<file path="config.mk">
export PLATFORM = sky130hd
export DESIGN_NAME = prog_sequencer
export DESIGN_NICKNAME = d
export VERILOG_FILES = /design/src/rtl/prog_sequencer.sv
export SDC_FILE = /design/constraint.sdc
export NUM_CORES = 1
export LEC_CHECK = 0
export ABC_AREA = 1
export BUFFER_PORTS_ARGS = -buffer_cell sky130_fd_sc_hd__buf_2
export CAP_MARGIN = 20
export CORE_ASPECT_RATIO = 1.5
export CORE_MARGIN = 5
export CORE_UTILIZATION = 35
export DETAILED_ROUTE_END_ITERATION = 8
export SLEW_MARGIN = 15
export SYNTH_ARGS = -nofsm -noshare
export SYNTH_HDL_FRONTEND = slang
export SYNTH_SLANG_ARGS = --single-unit
</file>
<file path="constraint.sdc">
create_clock -name Clk -period 3.3 [get_ports Clk]
set_input_delay 0.495 -clock Clk [delete_from_list [all_inputs] [get_ports Clk]]
set_output_delay 0.495 -clock Clk [all_outputs]
set_load 0.03 [all_outputs]
</file>
<file path="src/rtl/prog_sequencer.sv">
// Program sequencer: PC, Req/Ack run handshake, branch/jump target resolution (LUT targets with PROG_SEQ_BRANCH_LUT_EN).
// Latency: all outputs are registered; a taken branch presents its target on the next cycle.
// Backpressure: Stall holds the current instruction; Req is ignored while running.
module prog_sequencer #(
  parameter int              PC_W      = 10,
  parameter logic [PC_W-1:0] START_PC  = '0,
  parameter logic [8:0]      HALT_WORD = 9'h1FF
) (
  input  logic            Clk,
  input  logic            Reset,
  input  logic            Req,
  input  logic [8:0]      Instruction,
  input  logic            BranchEn,
  input  logic            BranchAccept,
  input  logic            Jump,
  input  logic            Stall,
  input  logic            lut_we,
  input  logic [4:0]      lut_waddr,
  input  logic [PC_W-1:0] lut_wdata,
  output logic [PC_W-1:0] ProgCtr,
  output logic            Running,
  output logic            Ack,
  output logic            Overflow,
  output logic [15:0]     CycleCount
);

  localparam logic [1:0] ST_IDLE = 2'd0;
  localparam logic [1:0] ST_RUN  = 2'd1;
  localparam logic [1:0] ST_DONE = 2'd2;

  localparam logic [PC_W-1:0] PC_MAX = '1;
  localparam logic [PC_W-1:0] PC_ONE = {{(PC_W-1){1'b0}}, 1'b1};

  logic [1:0]      state_q, state_d;
  logic [PC_W-1:0] pc_q, pc_d;
  logic            ovf_q, ovf_d;
  logic [15:0]     cnt_q, cnt_d;
  logic [PC_W-1:0] target;
  logic            taken;

  assign taken = Jump | (BranchEn & BranchAccept);

`ifdef PROG_SEQ_BRANCH_LUT_EN
  logic [PC_W-1:0] lut_q [32];
  logic [PC_W-1:0] lut_d [32];

  // Table is frozen outside IDLE so a running program sees stable targets.
  always_comb begin
    lut_d = lut_q;
    if (state_q == ST_IDLE && lut_we) begin
      lut_d[lut_waddr] = lut_wdata;
    end
  end

  always_ff @(posedge Clk) begin
    if (Reset) begin
      for (int i = 0; i < 32; i++) begin
        lut_q[i] <= '0;
      end
    end else begin
      lut_q <= lut_d;
    end
  end

  assign target = lut_q[Instruction[4:0]];
`else
  logic unused_lut;
  assign unused_lut = ^{lut_we, lut_waddr, lut_wdata};

  // Signed 5-bit offset relative to the current PC, wrapping at the ROM size.
  assign target = pc_q + {{(PC_W-5){Instruction[4]}}, Instruction[4:0]};
`endif

  always_comb begin
    state_d = state_q;
    pc_d    = pc_q;
    ovf_d   = ovf_q;
    cnt_d   = cnt_q;
    case (state_q)
      ST_IDLE, ST_DONE: begin
        if (Req) begin
          state_d = ST_RUN;
          pc_d    = START_PC;
          ovf_d   = 1'b0;
          cnt_d   = '0;
        end
      end
      ST_RUN: begin
        if (cnt_q != 16'hFFFF) begin
          cnt_d = cnt_q + 16'd1;
        end
        if (!Stall) begin
          if (Instruction == HALT_WORD) begin
            state_d = ST_DONE;
          end else if (taken) begin
            pc_d = target;
          end else if (pc_q == PC_MAX) begin
            state_d = ST_DONE;
            ovf_d   = 1'b1;
          end else begin
            pc_d = pc_q + PC_ONE;
          end
        end
      end
      default: state_d = ST_IDLE;
    endcase
  end

  always_ff @(posedge Clk) begin
    if (Reset) begin
      state_q <= ST_IDLE;
      pc_q    <= '0;
      ovf_q   <= 1'b0;
      cnt_q   <= '0;
    end else begin
      state_q <= state_d;
      pc_q    <= pc_d;
      ovf_q   <= ovf_d;
      cnt_q   <= cnt_d;
    end
  end

  assign ProgCtr    = pc_q;
  assign Running    = (state_q == ST_RUN);
  assign Ack        = (state_q == ST_DONE);
  assign Overflow   = ovf_q;
  assign CycleCount = cnt_q;

endmodule

</file>
==> impl_metrics.tcl <==
set metrics [dict create \
    max_slew_margin 0.6272 \
    r2r-start "ProgCtr[0]$_SDFFE_PP0P_" \
    crit_chain "buf_2, nand2_1, nand2_2, inv_1, or2_2, ha_1, inv_1, fa_1, inv_1, nand2_1, nand2_1, nand2_1, nand2_1, nand3_1, nor2_2, nand2_1, nand3_1, nand3_1, a21oi_1" \
    power_mw 0.8413 \
    crit_type "input pin to register" \
    grt_util_all_layers 0.1551 \
    dr.pass1.iters 4 \
    fp-row-count 34 \
    clk_pin_slew_ns 0.06 \
    endpoint_kind "register" \
    ys_ff_latch 29 \
    drt-wirelength-per-cell_um 12.61 \
    dr_wl_met3_um 278 \
    slew_violations 0 \
    post-route-period-util 0.7049 \
    ant_nets 0 \
    gp_congestion 0.8644 \
    path_max_fanout 7 \
    clock.fmax_ghz 0.4299 \
    hp-class "register to register" \
    grt_pass1_wl_um 9301 \
    gr-total-overflow 0 \
    path_delay_family "simple AND/OR/NAND/NOR gates" \
    diodes 0 \
    hold_end "ProgCtr[5]$_SDFFE_PP0P_" \
    drtIter0Drc 115 \
    clk_path_buf_depth 2 \
    mostFrequentLayoutCell "nand2_1" \
    synth_warnings 0 \
    wl_met2_um 2916 \
    path_buf_inv 4 \
    die_w_um 72.44 \
    max_cap_violations 0 \
    arrival_ns 2.53 \
    htreeDepth 2 \
    grt_max_degree 19 \
    start_util 0.3564 \
    worst_slack_ns 0.9737 \
    hold_depth 2 \
    total_leakage_power_nw 1.131 \
    reg2reg_to "ProgCtr[8]$_SDFFE_PP0P_" \
    synth_area_um2 2047 \
    die_area_um2 7509 \
    rsz0062_at_grt "false" \
    first_global_vias 2058 \
    vias_per_cell 4.906 \
    die_h_um 103.7 \
    pin_count 61 \
    cts_buffers 5 \
    syn-num-nets 359 \
    routed_wl_um 5521 \
    cp-start-kind "input pin" \
    required_ns 3.51 \
    dp_hpwl_um 4361 \
    cts.sinks 29 \
    worstMarginPinSlew_ns 0.5585 \
    synth.avg_cell_area_um2 6.397 \
    status "finished, final reports clean" \
    hold_start "ProgCtr[5]$_SDFFE_PP0P_" \
    ys_seq_area_frac 0.2836 \
    ys_types 34 \
    root_buffer "clkbuf_8" \
    finClkSkew_ns 0.007032 \
    cts.hold.buffers_added 0 \
    nets 405 \
    drive_gt1_frac 0.2158 \
    worst_hold_slack_ns 0.4946 \
    antenna_found_initial 0 \
    r2r_slack_ns 1.26 \
    synthCells 320 \
    dr_total_vias 2149 \
    io_buffer_count 44 \
    route.detailed.drc 0 \
    ir_worst_vdd_uv 172.4 \
    routed.top_layer "met4" \
    pwr_density_cell_nw_per_um2 349.7 \
    rr_worst_depth 14 \
    post_cts_resized 0 \
    clk-insertion-delay-late_ns 0.28 \
    place_worst_setup_slack_ns 0.7180 \
    period_minus_slack_ns 2.326 \
    wl_met1_um 2203 \
    hold_viol 0 \
    slowest_delay_ns 0.35 \
    core_area_um2 5743 \
    cts_tree "built" \
    post_cts_buffers 0 \
    final_cell_mix "nand2_1, inv_1, buf_2" \
    syn_to_final_growth_pct 17.54 \
    worst_path_max_delay_cell "fa_1" \
    finalSetupViolCount 0 \
    critPathMostFrequentCell "nand2_1" \
    finalSetupTns_ns 0 \
]
==> routing by layer <==
layer,track usage,vias to the layer above
met3,0.03101,9
met4,0.06201,0
met2,0.2881,49
met1,0.1644,977
li1,-,1114
met5,0,-
==> sequential cells by signal, indices dropped and copies added (netlist names) <==
signal      count
CycleCount     16
ProgCtr        10
state_q         2
Overflow        1
==> layout make-up <==
cell class	instances	area, µm²
clock buffer	7	86.33
tap	72	90.09
inverter	48	182.7
fill	658	3337
multi-input combinational	238	1246
timing repair buffer	44	220.2
sequential	29	580.6
==> synth_stat cells, drive strengths merged <==
| library cell | n | share of area |
|---|---|---|
| nand2 | 88 | 0.17 |
| inv | 48 | 0.089 |
| nor2 | 44 | 0.092 |
| dfxtp | 29 | 0.28 |
| nand3 | 26 | 0.072 |
| a21oi | 23 | 0.060 |
| o21ai | 15 | 0.040 |
| nor3 | 10 | 0.038 |
| nand4 | 9 | 0.031 |
| ha | 6 | 0.037 |
| xor2 | 4 | 0.017 |
| buf | 3 | 0.015 |
| nor4 | 3 | 0.0092 |
| or2 | 3 | 0.0092 |
| clkbuf | 2 | 0.0037 |
| nor3b | 2 | 0.012 |
| xnor2 | 2 | 0.0086 |
| fa | 1 | 0.0098 |
| nand3b | 1 | 0.0037 |
| o21a | 1 | 0.0037 |
==> worst max-delay path by stage <==
stage	startpoint	to	slack, ns	depth (start not counted)
CTS	BranchEn	ProgCtr[8]$_SDFFE_PP0P_	1.01	20
global route	BranchEn	ProgCtr[8]$_SDFFE_PP0P_	0.78	19
floorplan	BranchEn	ProgCtr[8]$_SDFFE_PP0P_	1.06	19
global placement	BranchEn	ProgCtr[8]$_SDFFE_PP0P_	0.71	20
detailed placement	BranchEn	ProgCtr[8]$_SDFFE_PP0P_	0.72	20
finish	BranchEn	ProgCtr[8]$_SDFFE_PP0P_	0.97	19
==> report_power, final <==
group | internal [mW] | switching (mW) | leakage [nW]
Clock | 0.165 | 0.133 | 0.0443
Sequential | 0.360 | 0.0132 | 0.235
Combinational | 0.0498 | 0.120 | 0.852
Total | 0.575 | 0.266 | 1.13
==> cells by family after synthesis <==
| kind of cell | after synthesis | synth area share |
|---|---|---|
| AND/OR/NAND/NOR | 186 | 0.4328 |
| buffers and inverters | 53 | 0.1076 |
| AO/OA/AOI/OAI | 39 | 0.1039 |
| flip-flops | 29 | 0.2836 |
| adder cells (fa/ha/maj) | 7 | 0.04645 |
| XOR/XNOR | 6 | 0.02567 |
==> metrics by stage <==
step	std cells	util	instance area, µm²
detailed placement	431	0.4039	2320
floorplan	320	-	2047
CTS	438	0.4190	2406
finish	438	0.4190	2406
global route	438	0.4190	2406
global placement	431	0.4039	2320
==> worst reg2reg max path, stage by stage (launching register included) <==
cell	delay [ns]
dfxtp_1	0.39
ha_1	0.16
inv_1	0.06
fa_1	0.35
inv_1	0.08
nand2_1	0.06
nand2_1	0.06
nand2_1	0.05
nand2_1	0.07
nand3_1	0.12
nor2_2	0.15
nand2_1	0.09
nand3_1	0.08
nand3_1	0.09
a21oi_1	0.14
Power figures use the tool's default switching activity.
